## src/rtl/div_unit_pkg.sv

```systemverilog
// Shared definitions for the iterative 32-bit divider (div_unit).
package div_unit_pkg;

  localparam int DIV_STEPS = 32;
  localparam logic [31:0] DIV_ZERO_Q = 32'hFFFF_FFFF;

  typedef enum logic [1:0] {
    S_IDLE = 2'd0,
    S_BUSY = 2'd1,
    S_DONE = 2'd2
  } div_state_t;

  // Operands captured at request time; raw values are kept for sign fixup
  // and for the divide-by-zero result.
  typedef struct packed {
    logic        sgn;
    logic [31:0] a;
    logic [31:0] b;
  } div_op_t;

  // Magnitude of a 32-bit operand (two's complement when signed and negative).
  function automatic logic [31:0] mag(input logic [31:0] x, input logic sgn);
    return (sgn && x[31]) ? -x : x;
  endfunction

endpackage

```

## src/rtl/div_step.sv

```systemverilog
// One restoring shift-subtract iteration on 32-bit magnitudes.
// The dividend is shifted out of the quotient register MSB-first while
// quotient bits are shifted in at the bottom.
module div_step (
  input  logic [31:0] rem_i,
  input  logic [31:0] quo_i,
  input  logic [31:0] dsr_i,
  output logic [31:0] rem_o,
  output logic [31:0] quo_o
);

  logic [32:0] shifted;
  logic [32:0] diff;

  // Trial subtract; keep it only when the shifted remainder covers the divisor.
  always_comb begin
    shifted = {rem_i, quo_i[31]};
    diff    = shifted - {1'b0, dsr_i};
    if (shifted >= {1'b0, dsr_i}) begin
      rem_o = diff[31:0];
      quo_o = {quo_i[30:0], 1'b1};
    end else begin
      rem_o = shifted[31:0];
      quo_o = {quo_i[30:0], 1'b0};
    end
  end

endmodule

```

## src/rtl/div_unit.sv

```systemverilog
// Iterative 32-bit DIV/DIVU: IDLE -> BUSY (32 steps) -> DONE.
// Result is {HI = remainder, LO = quotient}; ready_o pulses for one cycle.
// Optional macro DIV_ZERO_FAST_EN: a zero divisor skips the iterations and
// goes straight to DONE.
module div_unit
  import div_unit_pkg::*;
(
  input  logic        clk,
  input  logic        resetn,
  input  logic        start_i,
  input  logic        signed_i,
  input  logic [31:0] opdata1_i,
  input  logic [31:0] opdata2_i,
  input  logic        annul_i,
  output logic [63:0] result_o,
  output logic        ready_o,
  output logic        busy_o
);

  localparam logic [5:0] LAST_STEP = 6'(DIV_STEPS - 1);

  div_state_t  state;
  div_op_t     op;
  logic [5:0]  cnt;
  logic [31:0] rem, quo, dsr;
  logic [31:0] rem_nx, quo_nx;
  logic [63:0] final_res;
  logic        q_neg, r_neg;

  div_step u_step (
    .rem_i (rem),
    .quo_i (quo),
    .dsr_i (dsr),
    .rem_o (rem_nx),
    .quo_o (quo_nx)
  );

  // Sign fixup of the magnitude result; a zero divisor overrides everything.
  always_comb begin
    q_neg = op.sgn & (op.a[31] ^ op.b[31]);
    r_neg = op.sgn & op.a[31];
    if (op.b == '0)
      final_res = {op.a, DIV_ZERO_Q};
    else
      final_res = {(r_neg ? -rem : rem), (q_neg ? -quo : quo)};
  end

  assign busy_o = (state == S_BUSY);

  // Control FSM plus datapath registers; annul wins over any state.
  always_ff @(posedge clk) begin
    if (!resetn) begin
      state    <= S_IDLE;
      op       <= '0;
      cnt      <= '0;
      rem      <= '0;
      quo      <= '0;
      dsr      <= '0;
      result_o <= '0;
      ready_o  <= 1'b0;
    end else begin
      ready_o <= 1'b0;
      if (annul_i) begin
        state <= S_IDLE;
      end else begin
        case (state)
          S_IDLE: begin
            if (start_i) begin
              op  <= '{sgn: signed_i, a: opdata1_i, b: opdata2_i};
              rem <= '0;
              quo <= mag(opdata1_i, signed_i);
              dsr <= mag(opdata2_i, signed_i);
              cnt <= '0;
`ifdef DIV_ZERO_FAST_EN
              state <= (opdata2_i == '0) ? S_DONE : S_BUSY;
`else
              state <= S_BUSY;
`endif
            end
          end
          S_BUSY: begin
            // Requester withdrew: abandon silently.
            if (!start_i) begin
              state <= S_IDLE;
            end else begin
              rem <= rem_nx;
              quo <= quo_nx;
              cnt <= cnt + 6'd1;
              if (cnt == LAST_STEP) state <= S_DONE;
            end
          end
          S_DONE: begin
            result_o <= final_res;
            ready_o  <= 1'b1;
            state    <= S_IDLE;
          end
          default: state <= S_IDLE;
        endcase
      end
    end
  end

endmodule

```

## config.mk

```make
export PLATFORM = sky130hd
export DESIGN_NAME = div_unit
export DESIGN_NICKNAME = d
export VERILOG_FILES = /design/src/rtl/div_unit_pkg.sv /design/src/rtl/div_step.sv /design/src/rtl/div_unit.sv
export SDC_FILE = /design/constraint.sdc
export NUM_CORES = 1
export LEC_CHECK = 0
export ABC_AREA = 1
export BUFFER_PORTS_ARGS = -buffer_cell sky130_fd_sc_hd__buf_2
export CAP_MARGIN = 20
export CORE_ASPECT_RATIO = 0.5
export CORE_MARGIN = 5
export CORE_UTILIZATION = 55
export DETAILED_ROUTE_END_ITERATION = 16
export PLACE_DENSITY = 0.82
export SYNTH_ARGS = -nofsm -noshare
export SYNTH_HDL_FRONTEND = slang
export SYNTH_SLANG_ARGS = --single-unit
export TNS_END_PERCENT = 100
```

## constraint.sdc

```tcl
create_clock -name clk -period 2.79 [get_ports clk]
set_input_delay 0.4185 -clock clk [delete_from_list [all_inputs] [get_ports clk]]
set_output_delay 0.4185 -clock clk [all_outputs]
set_load 0.02 [all_outputs]
```

==> impl_metrics.ini, run 1 <==
[cells_and_area]
final_area_sq_um = 17050
final_core_util_pct = 61.89
final_layout_size_suffix_gt1_share_pct = 10.90
num_antenna_cells = 0
fill_cells = 2692
syn2layout_area_growth_pct = 11.52
nNetsFinal = 2679

[critical_path]
crit_path_frequent_cell = nand2_1
critPathRequiredTime_ps = 3200
crit_type = reg2reg
arrival_ps = 3050
critPathMaxStageDelay_ps = 570
critPathSlowestCell = dfxtp_1
end_kind = flip-flop
cp_cell_sequence = ha_1, nand2_1, inv_1, nand2_1, nand2_1, nand2_1, nand2_1, inv_1, nand2_2, nand2_2, buf_4, nand3_1, nand2_1, clkinv_1, nand2_1, a21oi_2
startpoint_type = flip-flop
reg2regPathDepth = 16
crit_path_max_fanout = 32

[clock_tree]
root_buffer = clkbuf_16
cts_resized = 0
ctsHoldBuffers = 0
htree_levels = 1
numCtsBuffers = 23
clock-sinks = 233
post_cts_buffers = 0
path_clk_slew_ps = 70
cts_tree = built
max-clock-path-buffers = 3
worstSkewPairLatency_ps = 540

[flow_run]
drv_cap = 0

[grt]
grt_start_max_net_pins = 93
grt_overflow = 0
antenna_found_initial = 0
grt_first_pass_wirelength_mm = 79.32
grt_pass1_vias = 15020
grt_usage_pct = 31.11

[sta]
hold_violations = 0
period_minus_slack_ps = 2640
max_freq_mhz = 378.8
maxSlewHeadroom_pct = 36.32
skew_ps = 13.90
setup_tns_ps = 0
worst_slew_pin_slew_ps = 955.2
slew_viol_final = 0
setup_viol = 0
min_period_over_period_pct = 94.61
rsz0062_at_grt = no

[placed_design]
portBuffers = 134
hpwl_mm = 38.43
placed_area_sq_um = 16250
place_congestion = 1.042

[detailed_routing]
first_pass_iters = 6
wl_met2_mm = 21.77
wirelength_mm = 50.91
via_per_inst = 5.662
ant_nets = 0
top_layer_used = met4
drt-wirelength-per-cell_um = 17.14
wl_met3_mm = 5.102
dr_total_vias = 16820
drc_errors = 0
initialDrtViolationCount = 1921
wl_met1_mm = 21.87

[yosys]
ys_types = 54
netlist.area_leader.share_pct = 30.51
synthTopCellsByArea = dfxtp_1 31%, nand2_1 17%, inv_1 8.5%, nand3_1 7.1%, a21oi_1 6.4%
synth-main-ff-cell = dfxtp_1
yosysTopAreaCell = dfxtp_1
ys_ff_latch = 233
synth-edff-count = 0
synth_common_cells = 677 x nand2_1, 348 x inv_1, 233 x dfxtp_1, 217 x nand3_1, 201 x nor2_1
synthCells = 2476
synth.most_common_cell = nand2_1
avgSynthCellArea_sq_um = 6.174
ys_async_sr_fraction_pct = 0
syn_nets = 2583
yosysSeqAreaShare_pct = 30.51
ys_warn_count = 0
syn-cell-area_sq_um = 15290

[power]
p_per_area_nw_per_um2 = 516.0
ir_worst_vdd_mv = 0.3808
p_leak_uw = 0.008363

[worst_hold_path]
hold_class = in2reg
hold_depth = 2

[die]
die_x_um = 245.8
core_area_sq_um = 27550
dieArea_sq_um = 31430
core.rowCount = 43
ios = 135
start_util_pct = 55.49
die_height_um = 127.9

[run_status]
status = complete, no violations
## final timing paths
check        slack (ps)  startpoint  endpoint
max                 150     rem[11]   rem[28]
min                  70     annul_i  state[0]
max reg2reg         150     rem[11]   rem[28]
min reg2reg         460      op[36]    op[36]
## metal layers
layer,up-vias,global-route usage (%)
met4,0,12.29
met3,132,4.917
met5,-,0
met2,808,48.59
met1,7679,43.45
li1,8196,-
## where the power goes
part	total (uW)	switching, uW	internal, uW
combinational	1860	1290	573
clock	3420	1480	1930
sequential	3520	82.5	3440
total	8800	2850	5940
## registers in the layout, indices dropped and copies added (netlist names)
| signal | count |
|---|---|
| state | 2 |
| rem | 32 |
| dsr | 31 |
| op | 65 |
| cnt | 6 |
| quo | 32 |
| ready_o | 1 |
| result_o | 64 |
## through the flow
step                power, uW  setup WS [ps]  hold slack (ps)  std cells
floorplan                4886          865.0            425.9       2476
global placement         5380          315.7            438.4       2929
detailed placement       5385          284.7            445.1       2929
CTS                      8740          268.7            50.65       2970
global route             9132          29.40            60.52       2970
finish                   8796          150.4            65.74       2970
## cells by family after synthesis
family / count (synthesis) / synth area share [%]
AND/OR/NAND/NOR: 1234 / 34.95
buffers and inverters: 467 / 12.06
AO/OA/AOI/OAI: 454 / 16.45
flip-flops: 233 / 30.51
XOR/XNOR: 50 / 2.865
adder cells (fa/ha/maj): 38 / 3.160
## layout make-up
class | instances | area [sq um] | share of cell area, %
Clock buffer | 26 | 596.8 | 3.501
Clock inverter | 15 | 197.7 | 1.160
Inverter | 367 | 1379 | 8.088
Multi-Input combinational cell | 1776 | 8783 | 51.52
Sequential cell | 233 | 4664 | 27.36
Tap cell | 382 | 478.0 | 2.804
Timing Repair Buffer | 171 | 948.4 | 5.563
## critical path, delay by kind of cell (launching register included)
kind | cells | cell delay, ps
and+or+nand+nor | 10 | 940
DFF | 1 | 570
buffers and inverters | 4 | 550
adders and majority gates | 1 | 400
AOI/OAI and AO/OA | 1 | 50
## cell usage in the layout (no fill, tap or decap), types with 7 or more instances in the layout
cell type,n
a21oi_1,194
a31oi_1,13
buf_2,134
buf_4,37
clkbuf_16,23
dfxtp_1,233
ha_1,37
inv_1,348
inv_2,15
nand2_1,677
nand2_2,12
nand3_1,216
nand3b_1,15
nand4_1,31
nor2_1,201
nor2_2,10
nor2_4,7
nor3_1,25
nor4_1,9
o211ai_1,22
o21a_1,8
o21ai_0,142
o21ai_1,12
o21bai_1,8
o221ai_1,8
o22ai_1,25
or2_2,7
xnor2_1,18
xor2_1,32
Power figures use the tool's default switching activity.
==> run 2, diff against run 1 <==
Settings changed: PLACE_DENSITY 0.82 to 0.81, SYNTH_HIERARCHICAL set to 1.
==> impl_metrics.ini, run 2 <==
[run_status]
status = complete, no violations

[yosys]
yosysTopAreaCell = dfxtp_1
ys_ff_latch = 233
synth_common_cells = 721 x nand2_1, 336 x inv_1, 242 x nor2_1, 233 x dfxtp_1, 212 x a21oi_1
synth-main-ff-cell = dfxtp_1
syn-cell-area_sq_um = 15980
ys_async_sr_fraction_pct = 0
synthTopCellsByArea = dfxtp_1 29%, nand2_1 17%, inv_1 7.9%, a21oi_1 6.6%, nand3_1 6.3%
ys_warn_count = 6
synth.most_common_cell = nand2_1
synth-edff-count = 0
netlist.area_leader.share_pct = 29.19
synthCells = 2589
syn_nets = 2696
ys_types = 57
yosysSeqAreaShare_pct = 29.19
avgSynthCellArea_sq_um = 6.172

[sta]
maxSlewHeadroom_pct = 36.42
slew_viol_final = 0
rsz0062_at_grt = yes
hold_violations = 0
max_freq_mhz = 373.2
skew_ps = 31.93
setup_slack_ps = 110.7
worst_slew_pin_slew_ps = 952.7
period_minus_slack_ps = 2679
setup_viol = 0
min_period_over_period_pct = 96.03

[cells_and_area]
fill_cells = 2779
final_common_cell = nand2_1
nNetsFinal = 2748
top_register = op
largest_register_ffs = 65
final_core_util_pct = 60.63
final_cell_mix = 721 x nand2_1, 336 x inv_1, 242 x nor2_1, 233 x dfxtp_1, 212 x a21oi_1
syn2layout_area_growth_pct = 9.255
num_antenna_cells = 0
final_layout_size_suffix_gt1_share_pct = 10.65
largestRegisters = op x65, result_o x64

[placed_design]
place_congestion = 1.058
portBuffers = 134
hpwl_mm = 39.45
dpl_worst_slack_ps = 260.0

[die]
core.rowCount = 44
ios = 135
die_height_um = 130.5
die_x_um = 251.1
dieArea_sq_um = 32770
core_area_sq_um = 28790
start_util_pct = 55.50

[clock_tree]
cts_tree = built
ctsHoldBuffers = 0
htree_levels = 1
root_buffer = clkbuf_16
path_clk_slew_ps = 70
worstSkewPairLatency_ps = 570
clock-sinks = 233
max-clock-path-buffers = 3
numCtsBuffers = 24

[grt]
grt_pass1_vias = 15440
grt_first_pass_wirelength_mm = 83.04
grt_overflow = 0
antenna_found_initial = 2
grt_usage_pct = 31.05
grt_start_max_net_pins = 102

[critical_path]
critPathRequiredTime_ps = 3240
end_kind = flip-flop
arrival_ps = 3130
startpoint_type = flip-flop
crit_type = reg2reg
crit_path_max_fanout = 3

[power]
p_leak_uw = 0.008579
p_per_area_nw_per_um2 = 554.8
ir_worst_vdd_mv = 0.5156

[detailed_routing]
drc_errors = 0
initialDrtViolationCount = 1986
first_pass_iters = 5
drt-wirelength-per-cell_um = 17.23
ant_nets = 0
via_per_inst = 5.672
wirelength_mm = 52.51
dr_total_vias = 17290

[flow_run]
drv_cap = 0

[worst_hold_path]
hold_class = in2reg
## run 2: cell types whose count changed after synthesis, moves of 21 or more
cell / change
nand2_1: +44
nor2_1: +41
buf_4: +37
a211oi_1: +36
buf_2: +21
## run 2: layout make-up
| class | instances | area, sq um | share of cell area, % |
|---|---|---|---|
| multi-input combinational | 1866 | 9180 | 52.58 |
| sequential | 233 | 4664 | 26.72 |
| clock buffer | 31 | 666.9 | 3.820 |
| timing repair buffer | 166 | 948.4 | 5.433 |
| tap | 391 | 489.2 | 2.802 |
| clock inverter | 11 | 190.2 | 1.089 |
| inverter | 350 | 1319 | 7.554 |
## run 2: timing repair
item / 4_1_cts / 5_1_grt
buffers inserted: 0 / 0
endpoints found under the setup margin: 0 / 2
resized for setup: 0 / 0
## run 2: path summary, 6_finish.rpt
| check | from | end | slack [ps] | cells after the start |
|---|---|---|---|---|
| worst max-delay path | quo[31] | rem[14] | 110 | 13 |
| worst min-delay path | annul_i | state[1] | 100 | 2 |
| worst max register to register | quo[31] | rem[14] | 110 | 13 |
| worst min register to register | op[22] | op[22] | 450 | 2 |
## run 2: kinds of logic after synthesis
kind of cell / Yosys count / synth area share [%]
AND/OR/NAND/NOR: 1314 / 35.78
AO/OA/AOI/OAI: 482 / 16.86
adder cells (fa/ha/maj): 38 / 3.022
XOR/XNOR: 32 / 1.754
buffers and inverters: 490 / 13.39
flip-flops: 233 / 29.19
## run 2: stage by stage
stage | power, uW | instances | cell area [sq um] | setup TNS, ps | hold WS [ps]
2_1_floorplan | 5453 | 2589 | 15980 | 0 | 425.8
3_3_place_gp | 6091 | 3006 | 16600 | 0 | 438.0
3_5_place_dp | 6093 | 3006 | 16600 | 0 | 446.0
4_1_cts | 9614 | 3048 | 17460 | 0 | 99.55
5_1_grt | 10130 | 3048 | 17460 | -37.25 | 118.0
6_report | 9686 | 3048 | 17460 | 0 | 104.0
## run 2: power breakdown
| part | internal (uW) | switching [uW] |
|---|---|---|
| Sequential | 3470 | 128 |
| Clock | 2070 | 1490 |
| Combinational | 759 | 1770 |
| Total | 6300 | 3390 |
## run 2: routing by layer
| layer | vias to the layer above | global-route usage (%) | part of all wire, % |
|---|---|---|---|
| met1 | 7894 | 43.77 | 44 |
| li1 | 8462 | - | - |
| met5 | - | 0 | 0.044 |
| met4 | 4 | 10.36 | 3.5 |
| met2 | 800 | 49.11 | 43 |
| met3 | 127 | 5.083 | 9.4 |
## run 2: critical path, stage by stage, from the launching register on
cell and delay, ps:
dfxtp_1 430, inv_1 120, ha_1 240, fa_1 410
inv_1 130, nand2_1 70, nand3_1 120, nand2_1 90
nand2_1 180, xor2_1 350, nand2_1 100, nand2_1 70
a21oi_1 60, a211oi_1 190
==> run 3, diff against run 2 <==
Settings changed: PLACE_DENSITY 0.81 to 0.74.
==> impl_metrics.ini, run 3 (same netlist as run 2, synthesis figures left out) <==
[cells_and_area]
final_cell_mix = 721 x nand2_1, 336 x inv_1, 242 x nor2_1, 231 x dfxtp_1, 212 x a21oi_1
fill_cells = 2897
final_common_cell = nand2_1
final_area_sq_um = 17410
syn2layout_area_growth_pct = 8.981
final_layout_size_suffix_gt1_share_pct = 10.54
top_register = op
final_cell_count_no_fill = 3048
nNetsFinal = 2746
largestRegisters = op x65, result_o x64
largest_register_ffs = 65

[die]
core_area_sq_um = 28790
die_x_um = 251.1
start_util_pct = 55.50
core.rowCount = 44
ios = 135
dieArea_sq_um = 32770
die_height_um = 130.5

[sta]
rsz0062_at_grt = no
slew_viol_final = 0
setup_tns_ps = 0
skew_ps = 24.54
min_period_over_period_pct = 94.85
period_minus_slack_ps = 2646
hold_violations = 0
maxSlewHeadroom_pct = 32.53
setup_viol = 0
max_freq_mhz = 377.9
worst_slew_pin_slew_ps = 1011

[detailed_routing]
dr_total_vias = 16910
drt-wirelength-per-cell_um = 17.07
ant_nets = 0
via_per_inst = 5.548
first_pass_iters = 8
drc_errors = 0
initialDrtViolationCount = 1896
wirelength_mm = 52.02

[clock_tree]
numCtsBuffers = 23
clock-sinks = 233
path_clk_slew_ps = 70
cts_tree = built
root_buffer = clkbuf_16
post_cts_buffers = 0
htree_levels = 1
max-clock-path-buffers = 3
worstSkewPairLatency_ps = 540

[power]
p_per_area_nw_per_um2 = 544.7
swShare_pct = 34.77
pwr-share-seq_pct = 38.0
clockPowerShare_pct = 35.7
ir_worst_vdd_mv = 0.3879
combPwrFrac_pct = 26.4
p_int_uw = 6187
p_leak_uw = 0.008570
switching_power_uw = 3297

[placed_design]
placed_area_sq_um = 16620
portBuffers = 134
dp_cells = 3005
place_congestion = 0.9933
hpwl_mm = 38.92

[critical_path]
crit_path_max_fanout = 3
cp_cell_sequence = inv_1, ha_1, fa_1, inv_1, nand3_1, nand3_1, nand2_1, nand3_1, nand2_1, nand4_1, nand3_2, nand2_1, a21oi_1, a211oi_1
end_kind = flip-flop
arrival_ps = 3070
startpoint_type = flip-flop
critPathRequiredTime_ps = 3220
crit_type = reg2reg
path_delay_family = simple AND/OR/NAND/NOR gates
critPathMaxStageDelay_ps = 420
critPathSlowestCell = fa_1
crit_buf_inv = 2

[grt]
grt_start_max_net_pins = 120
grt_first_pass_wirelength_mm = 80.90
antenna_found_initial = 2
grt_overflow = 0
grt_usage_pct = 30.40
grt_pass1_vias = 15050

[flow_run]
drv_cap = 0

[run_status]
status = complete, no violations

[worst_hold_path]
hold_class = in2reg
==> run 3: changes by cell type in the layout (fill, tap and decap cells not counted) <==
cell	change
buf_12	+2
buf_4	-3
clkbuf_1	+4
clkbuf_16	-1
clkbuf_8	-2
clkinv_16	-1
clkinv_2	+1
clkinv_4	+1
clkinvlp_4	-4
dfxtp_1	-2
dfxtp_2	+2
diode_2	+1
inv_6	+2
==> run 3: final cells by class <==
cell class	instances	area (sq um)	area share, %
clock buffer	32	629.4	3.614
antenna	1	2.502	0.01437
sequential	233	4667	26.80
tap	391	489.2	2.809
inverter	350	1319	7.573
multi-input combinational	1866	9180	52.72
timing repair buffer	165	965.9	5.547
clock inverter	10	161.4	0.9269
==> run 3: timing repair <==
action | 4_1_cts | 5_1_grt
setup endpoints to repair | 0 | 2
gates resized for setup | 0 | 2
hold buffers | 0 | 0
==> run 3: layer usage <==
layer | routed length [um] | GRT usage (%)
met2 | 22260 | 47.49
met5 | 7 | 0
met3 | 4142 | 5.617
met4 | 1972 | 10.97
met1 | 23640 | 42.59
==> run 3: stage by stage <==
step                setup slack, ps  total power [uW]  hold slack [ps]  util [%]
floorplan                     791.8              5453            425.8         -
global placement              250.9              6082            439.3     57.72
detailed placement            236.7              6081            442.3     57.72
CTS                           181.1              9443            101.7     60.46
global route                  22.04              9927            120.4     60.48
finish                        143.6              9485            113.0     60.48
==> run 3: worst paths after layout <==
| kind | startpoint | endpoint | slack [ps] | cells past startpoint |
|---|---|---|---|---|
| max | quo[31] | rem[24] | 140 | 14 |
| min | annul_i | state[1] | 110 | 2 |
| max reg2reg | quo[31] | rem[24] | 140 | 14 |
| min reg2reg | op[7] | op[7] | 450 | 2 |
==> run 3: power groups by stage <==
stage               registers, uW  logic, uW  clock network, uW
finish                       3600       2500               3380
global route                 3610       2770               3540
CTS                          3590       2430               3420
detailed placement           3670       2410                  0
global placement             3660       2420                  0
floorplan                    3620       1830                  0
